`src/rtl/uart_pkg.sv`:
```
// Shared UART definitions: conf word layout, reset configuration and the baud/bit-period table.
package uart_pkg;

    localparam int unsigned CONF_BAUD_HI  = 7;
    localparam int unsigned CONF_BAUD_LO  = 5;
    localparam int unsigned CONF_VALID_EN = 3;
    localparam int unsigned CONF_PAR_EN   = 1;
    localparam int unsigned CONF_PAR_ODD  = 0;

    // 115200 baud, valid enabled, no parity
    localparam logic [7:0] CONF_RESET = 8'hE8;

    // Clock cycles per serial bit (bp + 1) for baud index idx.
    function automatic logic [31:0] bit_cycles(input logic [31:0] freq, input logic [2:0] idx);
        case (idx)
            3'd0:    return freq / 32'd1200;
            3'd1:    return freq / 32'd2400;
            3'd2:    return freq / 32'd4800;
            3'd3:    return freq / 32'd9600;
            3'd4:    return freq / 32'd19200;
            3'd5:    return freq / 32'd38400;
            3'd6:    return freq / 32'd57600;
            default: return freq / 32'd115200;
        endcase
    endfunction

endpackage

```
`src/rtl/uart_ctrl_fifo.sv`:
```
// Synchronous FIFO with registered storage; the head entry is presented combinationally.
module uart_ctrl_fifo #(
    parameter int unsigned WIDTH = 10,
    parameter int unsigned DEPTH = 8
) (
    input  logic                     clock,
    input  logic                     reset,
    input  logic                     push,
    input  logic [WIDTH-1:0]         push_data,
    input  logic                     pop,
    output logic [WIDTH-1:0]         head,
    output logic                     empty,
    output logic                     full,
    output logic [$clog2(DEPTH):0]   level
);

    localparam int unsigned PTR_W   = $clog2(DEPTH);
    localparam int unsigned LEVEL_W = PTR_W + 1;

    logic [WIDTH-1:0]   mem_q [DEPTH];
    logic [PTR_W-1:0]   wr_ptr_q;
    logic [PTR_W-1:0]   rd_ptr_q;
    logic [LEVEL_W-1:0] level_q;
    logic               do_push;
    logic               do_pop;

    assign empty   = (level_q == '0);
    assign full    = (level_q == LEVEL_W'(DEPTH));
    assign do_pop  = pop && !empty;
    assign do_push = push && (!full || do_pop);
    assign level   = level_q;
    assign head    = empty ? '0 : mem_q[rd_ptr_q];

    always_ff @(posedge clock) begin
        if (do_push) begin
            mem_q[wr_ptr_q] <= push_data;
        end
    end

    always_ff @(posedge clock) begin
        if (reset) begin
            wr_ptr_q <= '0;
            rd_ptr_q <= '0;
            level_q  <= '0;
        end else begin
            if (do_push) begin
                wr_ptr_q <= wr_ptr_q + 1'b1;
            end
            if (do_pop) begin
                rd_ptr_q <= rd_ptr_q + 1'b1;
            end
            case ({do_push, do_pop})
                2'b10:   level_q <= level_q + 1'b1;
                2'b01:   level_q <= level_q - 1'b1;
                default: level_q <= level_q;
            endcase
        end
    end

endmodule

```
`src/rtl/uart_rx_ctrl.sv`:
```
// UART receive control: deferred conf updates, one-entry pending stage with idle-gap message
// framing, output FIFO and saturating parity/overrun counters.
module uart_rx_ctrl #(
    parameter int unsigned FREQ            = 50000000,
    parameter int unsigned UART_DATA_WIDTH = 8,
    parameter int unsigned FIFO_DEPTH      = 8,
    parameter int unsigned IDLE_CHARS      = 2,
    parameter logic [7:0]  CONF_RESET      = uart_pkg::CONF_RESET
) (
    input  logic                          clock,
    input  logic                          reset,
    input  logic                          rx,
    input  logic                          cfg_wr,
    input  logic [7:0]                    cfg_data,
    output logic                          cfg_busy,
    output logic [7:0]                    conf,
    input  logic                          rx_valid,
    output logic                          rx_ready,
    input  logic [UART_DATA_WIDTH:0]      rx_data,
    output logic                          m_valid,
    input  logic                          m_ready,
    output logic [UART_DATA_WIDTH-1:0]    m_data,
    output logic                          m_err,
    output logic                          m_last,
    input  logic                          clr_cnt,
    output logic [15:0]                   par_err_cnt,
    output logic [15:0]                   ovr_cnt,
    output logic [$clog2(FIFO_DEPTH):0]   fifo_level
);

    import uart_pkg::*;

    localparam int unsigned ENTRY_W = UART_DATA_WIDTH + 2;

    localparam logic [1:0] CFG_RUN   = 2'd0;
    localparam logic [1:0] CFG_WAIT  = 2'd1;
    localparam logic [1:0] CFG_APPLY = 2'd2;

    logic [1:0]                 cfg_state_q;
    logic [7:0]                 conf_q;
    logic [7:0]                 shadow_q;
    logic [31:0]                quiet_q;
    logic [31:0]                char_cycles;
    logic [31:0]                gap_limit;

    logic                       pend_valid_q;
    logic [UART_DATA_WIDTH-1:0] pend_data_q;
    logic                       pend_err_q;
    logic [31:0]                gap_q;
    logic [15:0]                par_err_q;
    logic [15:0]                ovr_q;

    logic                       fifo_empty;
    logic                       fifo_full;
    logic                       fifo_push;
    logic                       fifo_pop;
    logic                       fifo_space;
    logic                       timeout;
    logic                       drop;
    logic [ENTRY_W-1:0]         push_entry;
    logic [ENTRY_W-1:0]         head;

    // Character time follows the live conf, so a pending change is timed at the old rate.
    assign char_cycles = bit_cycles(FREQ, conf_q[CONF_BAUD_HI:CONF_BAUD_LO])
                       * (conf_q[CONF_PAR_EN] ? 32'd11 : 32'd10);
    assign gap_limit   = char_cycles * IDLE_CHARS;

    assign conf     = conf_q;
    assign cfg_busy = (cfg_state_q != CFG_RUN);
    assign rx_ready = 1'b1;

    always_ff @(posedge clock) begin
        if (reset) begin
            cfg_state_q <= CFG_RUN;
            conf_q      <= CONF_RESET;
            shadow_q    <= CONF_RESET;
            quiet_q     <= '0;
        end else begin
            case (cfg_state_q)
                CFG_RUN: begin
                    if (cfg_wr) begin
                        shadow_q    <= cfg_data;
                        quiet_q     <= '0;
                        cfg_state_q <= CFG_WAIT;
                    end
                end
                CFG_WAIT: begin
                    if (!rx) begin
                        quiet_q <= '0;
                    end else begin
                        quiet_q <= quiet_q + 32'd1;
                        if (quiet_q + 32'd1 >= char_cycles) begin
                            cfg_state_q <= CFG_APPLY;
                        end
                    end
                end
                CFG_APPLY: begin
                    conf_q      <= shadow_q;
                    cfg_state_q <= CFG_RUN;
                end
                default: cfg_state_q <= CFG_RUN;
            endcase
        end
    end

    // A new byte always wins over the idle timeout; the timeout push then carries last = 0.
    assign timeout    = pend_valid_q && !rx_valid && (gap_q >= gap_limit);
    assign fifo_pop   = !fifo_empty && m_ready;
    assign fifo_space = !fifo_full || fifo_pop;
    assign fifo_push  = fifo_space && ((rx_valid && pend_valid_q) || timeout);
    assign drop       = rx_valid && pend_valid_q && !fifo_space;
    assign push_entry = {timeout, pend_err_q, pend_data_q};

    always_ff @(posedge clock) begin
        if (reset) begin
            pend_valid_q <= 1'b0;
            pend_data_q  <= '0;
            pend_err_q   <= 1'b0;
            gap_q        <= '0;
        end else if (rx_valid) begin
            gap_q <= '0;
            if (!drop) begin
                pend_valid_q <= 1'b1;
                pend_data_q  <= rx_data[UART_DATA_WIDTH-1:0];
                pend_err_q   <= rx_data[UART_DATA_WIDTH];
            end
        end else if (pend_valid_q) begin
            if (timeout) begin
                // A blocked timeout keeps the byte and retries every cycle.
                if (fifo_space) begin
                    pend_valid_q <= 1'b0;
                    gap_q        <= '0;
                end
            end else begin
                gap_q <= gap_q + 32'd1;
            end
        end
    end

    always_ff @(posedge clock) begin
        if (reset || clr_cnt) begin
            par_err_q <= '0;
            ovr_q     <= '0;
        end else begin
            if (rx_valid && rx_data[UART_DATA_WIDTH] && (par_err_q != 16'hFFFF)) begin
                par_err_q <= par_err_q + 16'd1;
            end
            if (drop && (ovr_q != 16'hFFFF)) begin
                ovr_q <= ovr_q + 16'd1;
            end
        end
    end

    assign par_err_cnt = par_err_q;
    assign ovr_cnt     = ovr_q;

    uart_ctrl_fifo #(
        .WIDTH (ENTRY_W),
        .DEPTH (FIFO_DEPTH)
    ) u_fifo (
        .clock     (clock),
        .reset     (reset),
        .push      (fifo_push),
        .push_data (push_entry),
        .pop       (fifo_pop),
        .head      (head),
        .empty     (fifo_empty),
        .full      (fifo_full),
        .level     (fifo_level)
    );

    assign m_valid = !fifo_empty;
    assign m_data  = head[UART_DATA_WIDTH-1:0];
    assign m_err   = head[UART_DATA_WIDTH];
    assign m_last  = head[UART_DATA_WIDTH+1];

endmodule

```
`config.mk`:
```
export PLATFORM = sky130hd
export DESIGN_NAME = uart_rx_ctrl
export DESIGN_NICKNAME = d
export VERILOG_FILES = /design/src/rtl/uart_pkg.sv /design/src/rtl/uart_ctrl_fifo.sv /design/src/rtl/uart_rx_ctrl.sv
export SDC_FILE = /design/constraint.sdc
export NUM_CORES = 1
export LEC_CHECK = 0
export BUFFER_PORTS_ARGS = -buffer_cell sky130_fd_sc_hd__buf_2
export CAP_MARGIN = 20
export CORE_UTILIZATION = 55
export DETAILED_ROUTE_END_ITERATION = 10
export PLACE_DENSITY_LB_ADDON = 0.1
export SYNTH_ARGS = -nofsm -noshare
export SYNTH_HDL_FRONTEND = slang
export SYNTH_SLANG_ARGS = --single-unit
```
`constraint.sdc`:
```
create_clock -name clock -period 15.5 [get_ports clock]
set_clock_uncertainty 0.2 [all_clocks]
set_input_delay 3.1 -clock clock [delete_from_list [all_inputs] [get_ports clock]]
set_output_delay 3.1 -clock clock [all_outputs]
set_load 0.03 [all_outputs]
```
**Word level (Yosys, flattened, before mapping)**

Memory sizes are Yosys's and may differ from the RTL's. A register that Yosys moved wholly into a read port is not among the register bits.
Cells that the tools add are included.

- Div/mod/pow operators: 0
- Muxes and demuxes: 22
- Order comparisons: 2
- Eq/ne operators: 18
- Reduce and logical (&&, ||, !) cells: 31
- Bitwise logic cells: 1
- $mul: 1
- $add $sub $neg: 8
- Shift-type cells: 0

Operators by type and width:

| kind | number |
|---|---|
| $mux 32 | 4 |
| $pmux 16 s7 | 1 |
| $add 32x1->32 const B | 2 |
| $ge 32x32->1 | 2 |
| $pmux 32 s2 | 1 |
| $add 16x1->16 const B | 2 |
| $mul 32x4->32 | 1 |
| $ne 16x16->1 const B | 2 |
| $logic_and 1x1->1 | 11 |
| $mux 10 | 1 |
| $ne 2x2->1 const B | 5 |
| $eq 3x3->1 const B | 3 |
| $mux 1 | 8 |
| $pmux 4 s2 | 1 |
| $reduce_and 2->1 | 4 |
| $add 3x1->3 const B | 2 |
| $eq 3x2->1 const B | 2 |
| $mux 2 | 3 |
| $mux 3 | 2 |
| $reduce_bool 2->1 | 3 |
| $add 4x1->4 const B | 1 |
| $eq 2x1->1 const B | 2 |
| $eq 2x2->1 const B | 2 |
| $eq 4x4->1 const B | 1 |
| other kinds (11) | 17 |

- Memories kept: 1
- Bits in writable memories: 80
- Bits of input ports: 24
- ROM bits: 0
- Word-level logic and storage cells: 97
- Register bits: 134
- Bits in latches: 0

Memories:

| memory | depth | width | read ports | clocked after memory_dff | write ports | line | RTL |
|---|---|---|---|---|---|---|---|
| u_fifo.mem_q | 8 | 10 | 1 | 1 | 1 | uart_ctrl_fifo.sv:20 | `logic [WIDTH-1:0] mem_q [DEPTH];` |

**Longest topological paths before layout**

Gate-level depths: netlist of run 1.

- Word-level depth: 10
- Depth in mapped cells: 34
- Depth with buffers taken out: 32

**Modules after synthesis**

A second synthesis of run 1 with hierarchy kept.

- Cells, all modules: 1239
- Area total of the unflattened synthesis: 12105.4 um^2

By module, submodules not included:

| module | area each (um^2) | cells an instance | sequential area each (um^2) | instances |
|---|---|---|---|---|
| uart_rx_ctrl | 8345.5 | 1031 | 2482.4 | 1 |
| uart_ctrl_fifo | 3759.9 | 208 | 2662.6 | 1 |

**Worst setup path after synthesis of run 1**

No wires, ideal clock.

- Path kind: reg-to-reg
- From: register conf_q[7], in the netlist conf[7]
- To: register u_fifo.level_q[2], in the netlist u_fifo.level[2]
- Path slack: 8.367 ns
- Library setup time: 0.070 ns
- Path buffers: 2
- Stages on the path, launching flop included: 32
- Arrival time: 6.863 ns
- Cell sequence: dfxtp_1 clkbuf_1 inv_1 or3_1 o21ai_0 ha_1 fa_1 ha_1 nor2b_1 o21ai_0 a21oi_1 o21a_1 o21a_1 o21ai_0 o21ai_0 xnor2_1 ha_1 a211oi_1 nand2_1 a211oi_1 a31oi_1 and4bb_2 nor3_4 a21o_1 clkbuf_1 ha_1 xor2_1 ha_1 a21oi_1 xor2_1 or3_1 a21oi_1

- Word-level cells in the longest chain between the ends: 10
- Elaborated cells on any way between the ends: 18

Ends and longest elaborated chain:

| element | line | RTL |
|---|---|---|
| start, declared | uart_rx_ctrl.sv:40 | `logic [7:0] conf_q;` |
| start signal, assigned | uart_rx_ctrl.sv:98 | `conf_q <= shadow_q;` |
| $eq 3x3->1, or another cell as far along | uart_pkg.sv:15 | `case (idx)` |
| $pmux 16 s7 (*) | uart_pkg.sv:15 |  |
| $mul 32x4->32 (*) | uart_rx_ctrl.sv:65 | `* (conf_q[CONF_PAR_EN] ? 32'd11 : 32'd10);` |
| $ge 32x32->1 (*) | uart_rx_ctrl.sv:107 | `assign timeout = pend_valid_q && !rx_valid && (gap_q >= gap_limit);` |
| $logic_and 1x1->1 (*) | uart_rx_ctrl.sv:107 |  |
| $logic_or 1x1->1 (*) | uart_rx_ctrl.sv:110 | `assign fifo_push = fifo_space && ((rx_valid && pend_valid_q) \|\| timeout);` |
| $logic_and 1x1->1 (*) | uart_rx_ctrl.sv:110 |  |
| $logic_and 1x1->1 (*) | uart_ctrl_fifo.sv:30 | `assign do_push = push && (!full \|\| do_pop);` |
| $eq 2x1->1 or $eq 2x2->1 (tied branches) | uart_ctrl_fifo.sv:52 | `case ({do_push, do_pop})` |
| $pmux 4 s2 or $reduce_bool 2->1 (tied branches) | - |  |
| end signal, assigned | uart_ctrl_fifo.sv:53 | `2'b10: level_q <= level_q + 1'b1;` |
| end signal, assigned | uart_ctrl_fifo.sv:54 | `2'b01: level_q <= level_q - 1'b1;` |
| end signal, assigned | uart_ctrl_fifo.sv:55 | `default: level_q <= level_q;` |
| end, declared | uart_ctrl_fifo.sv:23 | `logic [LEVEL_W-1:0] level_q;` |

Every way passes the cells marked *; elsewhere a longest branch is shown, timed or not.
A chain may end at the register's enable or synchronous reset.

**Worst setup path in the final report of run 1**

Ends and elaborated chain as after synthesis.

==> flow_metrics.tcl, run 1 <==
set metrics [dict create \
    drive_above_1_share_pct 13.2 \
    holdPathStages 2 \
    grt_setup_unrepaired "false" \
    p_int_w 0.00104 \
    highest_layer "met5" \
    ys_seq_area_share_pct 43.6 \
    syn-cell-area_um2 11800 \
    core-area_um2 21000 \
    clk_latency_ns 0.52 \
    worst-path-stages 29 \
    globalRouteTotalUtil_pct 24.2 \
    netlist_instances 1192 \
    comb_power_share_pct 16.9 \
    cts_tree "yes" \
    peakVddDrop_mv 0.0954 \
    worstMarginPinSlew_ns 1.05 \
    cp-end-kind "flip-flop" \
    cts.repair.resized 0 \
    io_pins 81 \
    crit_start "conf[7]" \
    p_sw_w 0.000404 \
    route.met3.wl_mm 1.49 \
    grt_max_degree 67 \
    cts.path.max_buffers 3 \
    ys_ff_latch 217 \
    diodes 0 \
    drv_cap 0 \
    ys_types 68 \
    slew_headroom_pct 29.5 \
    routed_wl_mm 26.0 \
    gr-total-overflow 0 \
    synth-async-reset-ratio_pct 0 \
    postRouteAntennaNets 0 \
    dp_cells 1509 \
    p_per_area_nw_per_um2 109 \
    p_leak_nw 5.40 \
    fin_cells 1557 \
    met2_length_mm 11.4 \
    hold_viol 0 \
    die_h_um 149 \
    io_buffers 79 \
    cp.required_ns 15.75 \
    synth-edff-count 80 \
    die_w_um 149 \
    wire_per_inst_um 16.7 \
    final_nets 1379 \
    antenna_found_initial 1 \
    num_vias 8859 \
    cpMostUsedCell "ha_1" \
    rr_worst_depth 29 \
    holdBufCountCts 0 \
    h-tree-depth 1 \
    worst-path-max-fanout 11 \
    ys.warnings.count 0 \
    initial_core_util_pct 56.2 \
    syn2layout_area_growth_pct 12.4 \
    clk_pin_slew_ns 0.06 \
    worstHoldPathType "reg2reg" \
    numCtsBuffers 24 \
    arrival_ns 8.02 \
    root_buffer "clkbuf_16" \
    finalSetupViolCount 0 \
    die_area_um2 22100 \
    gp_congestion 0.879 \
    synth_ff_type "dfxtp_1" \
    grt_pass1_wl_mm 42.7 \
    vias_per_cell 5.69 \
    critPathSlowestCell "dfxtp_1" \
    rrSetupSlack_ns 7.73 \
    wl_met1_mm 12.6 \
    grt_pass1_vias 8365 \
    clkSinkCount 217 \
    worstSetupEndpoint "u_fifo.level[2]" \
    slew_viol_final 0 \
    drc 0 \
    fin_crit_sh_pct 50.1 \
    cp_top_family "compound AO/OA/AOI/OAI gates" \
    pwr-share-clk_pct 39.8 \
    max_clock_freq_ghz 0.129 \
    firstDrtPassIters 5 \
    drt_iter0_drc 573 \
    critPathKind "reg2reg" \
    cts_setup_buffers 0 \
    tns_ns 0 \
    fin_crit_ns 7.77 \
    synth_area_per_cell_um2 9.91 \
    pwr-share-seq_pct 43.3 \
    fillers 1729 \
    switching_share_pct 28.1 \
    status "finished clean" \
    r2r-end "u_fifo.level[2]" \
    crit_path_start_kind "flip-flop" \
    row_count 53 \
    syn-num-nets 1307 \
    place_hpwl_mm 18.5 \
    max_stage_delay_ns 0.54 \
    path_buf_inv 1 \
    r2r-start "conf[7]" \
]
## sequential cells by signal (all words and copies together), names as in the netlist, named ones only
register and cells:
pend_data_q 8, par_err_cnt 16, ovr_cnt 16, shadow_q 8
quiet_q 32, u_fifo.wr_ptr_q 3, conf 8, u_fifo.level 4
gap_q 32, cfg_state_q 2, pend_valid_q 1, u_fifo.rd_ptr_q 3
u_fifo.mem_q 80, pend_err_q 1
## logic make-up after synthesis
family	Yosys count	share of synthesized area, %
xor gates and xnor gates	79	5.86
other	2	0.0636
DFF	217	43.6
AOI/OAI and AO/OA	200	10.9
buffers and inverters	109	3.57
and+or+nand+nor	441	18.9
adders and majority gates	91	10.5
muxes	53	6.62
## worst register-to-register path, delay by kind of cell, from the launching register on
family                   cells  cell delay [ns]
AO/OA/AOI/OAI               13             2.54
adder cells (fa/ha/maj)      6             1.95
AND/OR/NAND/NOR              6             1.58
XOR/XNOR                     3             0.67
flip-flops                   1             0.54
buffers and inverters        1             0.20
## metrics by stage
step | utilization [%] | power [W] | hold slack (ns) | area (µm²) | setup WS [ns]
2_1_floorplan | - | 0.000811 | 0.227 | 11800 | 8.37
3_3_place_gp | 59.1 | 0.000878 | 0.242 | 12400 | 8.11
3_5_place_dp | 59.1 | 0.000880 | 0.248 | 12400 | 7.93
4_1_cts | 62.9 | 0.00145 | 0.247 | 13200 | 7.85
5_1_grt | 63.1 | 0.00150 | 0.279 | 13300 | 7.12
6_report | 63.1 | 0.00144 | 0.250 | 13300 | 7.73
## synth_stat cells (all sizes together), types with 3 or more instances
library cell / instances / share of area, %
and3: 21 / 1.1
nand3b: 9 / 0.57
dfxtp: 137 / 23
nand4b: 3 / 0.22
o21ai: 46 / 2.0
a211o: 8 / 0.59
fa: 13 / 2.2
mux4: 20 / 3.8
nor4: 6 / 0.50
or2: 9 / 0.48
nand2: 84 / 2.7
and4: 8 / 0.59
edfxtp: 80 / 20
nor3b: 4 / 0.25
o21a: 7 / 0.45
a22oi: 5 / 0.32
and2: 26 / 1.4
o211ai: 5 / 0.36
xor2: 46 / 3.4
a21oi: 64 / 2.7
o31ai: 5 / 0.32
a21o: 18 / 1.1
buf: 6 / 0.30
or3: 9 / 0.48
xnor2: 33 / 2.4
ha: 78 / 8.3
nor2b: 19 / 1.0
nand3: 36 / 1.5
mux2i: 32 / 2.7
clkbuf: 39 / 1.2
inv: 64 / 2.0
nand2b: 14 / 0.74
nor2: 136 / 4.3
nand4: 27 / 1.4
a211oi: 5 / 0.36
a31oi: 9 / 0.48
a22o: 5 / 0.37
nor3: 21 / 0.99
or4: 6 / 0.38
a41oi: 3 / 0.29
o21bai: 5 / 0.32
## placed cells by master, fill, tap and decap left out, types with 20 or more instances in the layout
cell type  count
dfxtp_1      137
nor2_1       136
nand2_1       84
edfxtp_1      80
buf_2         79
ha_1          78
inv_1         64
a21oi_1       64
xor2_1        46
o21ai_0       45
nand3_1       36
xnor2_1       33
mux2i_1       32
nand4_1       27
and2_1        25
clkbuf_16     24
and3_1        21
nor3_1        20
mux4_2        20
## final cells by class
type	count	area [µm²]	area share, %
Sequential cell	217	5140	38.8
Multi-Input combinational cell	866	6250	47.1
Clock buffer	27	622	4.69
Tap cell	275	344	2.59
Inverter	64	240	1.81
Clock inverter	17	176	1.33
Timing Repair Buffer	91	493	3.72
## worst min path at each step
stage | to | from | slack [ns]
after floorplan | conf[7] | shadow_q[7] | 0.23
after global routing | conf[0] | shadow_q[0] | 0.28
final | conf[4] | shadow_q[4] | 0.25
after detailed placement | gap_q[27] | gap_q[27] | 0.25
after global placement | conf[0] | shadow_q[0] | 0.24
after CTS | conf[4] | shadow_q[4] | 0.25
## per-layer routing
layer  up-vias  global-route usage [%]
met1      4213                    35.5
met4         2                    5.57
met3        39                    4.57
met5         -                       0
met2       184                    36.9
li1       4421                       -
## power by group through the flow
| stage | clock (W) | combinational, W | sequential, W |
|---|---|---|---|
| floorplan | 0 | 0.000176 | 0.000635 |
| CTS | 0.000582 | 0.000245 | 0.000624 |
| global route | 0.000607 | 0.000266 | 0.000627 |
| detailed placement | 0 | 0.000244 | 0.000637 |
| global placement | 0 | 0.000242 | 0.000636 |
| finish | 0.000573 | 0.000244 | 0.000624 |
(Power assumes the default switching activity.)
==> run 2, diff against run 1 <==
==> constraint.sdc (replaced) <==
create_clock -name clock -period 6.7 [get_ports clock]
set_clock_uncertainty 0.2 [all_clocks]
set_input_delay 1.34 -clock clock [delete_from_list [all_inputs] [get_ports clock]]
set_output_delay 1.34 -clock clock [all_outputs]
set_load 0.03 [all_outputs]
==> run 2 against run 1 <==
Compared with the run above:
- combinational power grew 140%
- critical path type unchanged
- global-route usage shrank 0.39 points
- setup slack lost 7.5 ns
- critical endpoint is now u_fifo.level[3]
==> flow_metrics.tcl, run 2 (same netlist as run 1, synthesis figures left out) <==
set metrics [dict create \
    gp_congestion 0.842 \
    fin_crit_sh_pct 96.0 \
    die_h_um 149 \
    diodes 0 \
    num_vias 8958 \
    drv_cap 0 \
    peakVddDrop_mv 0.193 \
    route.met3.wl_mm 1.35 \
    regMostFlops "u_fifo.mem_q" \
    p_per_area_nw_per_um2 246 \
    syn2layout_area_growth_pct 15.4 \
    tns_ns 0 \
    r2r-start "conf[7]" \
    worstHoldPathType "reg2reg" \
    firstDrtPassIters 5 \
    max_clock_freq_ghz 0.155 \
    worst_slack_ns 0.267 \
    cp.required_ns 6.94 \
    grt_pass1_vias 8490 \
    hold_viol 0 \
    p_sw_w 0.000923 \
    rrSetupSlack_ns 0.27 \
    r2r-end "u_fifo.level[3]" \
    pwr-share-seq_pct 43.1 \
    grt_pass1_wl_mm 42.4 \
    routed_wl_mm 26.3 \
    wl_met1_mm 12.9 \
    grt_max_degree 67 \
    io_buffers 79 \
    place_hpwl_mm 18.4 \
    cts_tree "yes" \
    postRouteAntennaNets 0 \
    highest_layer "met4" \
    arrival_ns 6.67 \
    critPathKind "reg2reg" \
    die_w_um 149 \
    fillers 1699 \
    grt_setup_unrepaired "true" \
    worstHoldStart "shadow_q[2]" \
    max_stage_delay_ns 0.56 \
    p_leak_nw 5.58 \
    clkSinkCount 217 \
    worst-path-max-fanout 6 \
    drt_iter0_drc 544 \
    switching_share_pct 27.6 \
    final_nets 1405 \
    worstMarginPinSlew_ns 0.985 \
    rr_worst_depth 28 \
    slew_viol_final 0 \
    clk_latency_ns 0.52 \
    drive_above_1_share_pct 17.0 \
    comb_power_share_pct 17.3 \
    final_cell_mix "135 x nor2_1, 134 x dfxtp_1, 83 x nand2_1, 80 x edfxtp_1, 79 x buf_2" \
    globalRouteTotalUtil_pct 23.8 \
    root_buffer "clkbuf_16" \
    initial_core_util_pct 56.2 \
    critPathSlowestCell "fa_1" \
    io_pins 81 \
    vias_per_cell 5.67 \
    layout_commonest_cell "nor2_1" \
    met2_length_mm 11.7 \
    whs_endpoint "conf[2]" \
    largestRegisters "u_fifo.mem_q (80), gap_q (32), quiet_q (32)" \
    dp_slack_ns 0.0496 \
    numCtsBuffers 23 \
    slew_headroom_pct 34.3 \
    crit_path_start_kind "flip-flop" \
    status "finished clean" \
    drc 0 \
    wire_per_inst_um 16.7 \
    fin_crit_ns 6.43 \
    row_count 53 \
    gr-total-overflow 0 \
    p_int_w 0.00242 \
    clk_pin_slew_ns 0.06 \
    core-area_um2 21000 \
    pwr-share-clk_pct 39.6 \
    cts.path.max_buffers 3 \
    largest_reg_flops 80 \
    die_area_um2 22100 \
    utilization_pct 64.8 \
    h-tree-depth 1 \
    finalSetupViolCount 0 \
    cp-end-kind "flip-flop" \
    antenna_found_initial 0 \
    holdPathStages 2 \
]
==> run 2: timing repair <==
action | CTS | global route
hold endpoints to repair | 0 | 0
hold buffers | 0 | 0
pin swaps | 0 | 19
endpoints found under the setup margin | 1 | 100
setup buffers | 0 | 5
resized for setup | 1 | 34
==> run 2: final cells by class <==
type                    count  area, µm²  share of cell area (%)
multi-input cells         866       6380                    46.9
flip-flops and latches    217       5150                    37.8
repair buffers            118        708                    5.20
clock buffers              32        649                    4.77
well taps                 275        344                    2.53
inverters                  64        240                    1.76
clock inverters             9        143                    1.05
==> run 2: worst max-delay path, delay by kind of cell, from the launching register on <==
family	cells	cell delay [ns]
and+or+nand+nor	6	1.26
xor gates and xnor gates	1	0.22
AOI/OAI and AO/OA	15	2.69
DFF	1	0.38
buffers and inverters	1	0.05
adders and majority gates	5	1.56
==> run 2: how the worst max path moves through the flow <==
| stage | from | to | slack (ns) | depth (start not counted) |
|---|---|---|---|---|
| 5_1_grt | conf[7] | u_fifo.level[3] | -0.06 | 29 |
| 2_1_floorplan | conf[7] | u_fifo.level[2] | -0.06 | 31 |
| 3_3_place_gp | conf[5] | u_fifo.level[2] | 0.18 | 30 |
| 3_5_place_dp | conf[5] | u_fifo.level[2] | 0.05 | 29 |
| 4_1_cts | conf[5] | u_fifo.level[2] | 0.02 | 30 |
| 6_report | conf[7] | u_fifo.level[3] | 0.27 | 28 |
==> run 2: power by group through the flow <==
stage	clock, W	sequential [W]	combinational [W]
finish	0.00133	0.00144	0.000577
global route	0.00141	0.00145	0.000631
CTS	0.00135	0.00144	0.000565
detailed placement	0	0.00147	0.000563
global placement	0	0.00147	0.000558
floorplan	0	0.00147	0.000406
==> run 2: per-stage QoR <==
step	hold slack (ns)	instance area, µm²	std cells	power, W
global route	0.271	13600	1581	0.00349
CTS	0.257	13400	1574	0.00336
floorplan	0.227	11800	1192	0.00188
detailed placement	0.248	12600	1533	0.00203
global placement	0.241	12600	1533	0.00203
finish	0.253	13600	1581	0.00335
==> run 2: per-layer routing <==
metal  vias to the layer above  track usage (%)
met5                         -                0
met1                      4261             34.7
met3                        33             3.62
li1                       4460                -
met4                         0             4.95
met2                       204             37.5
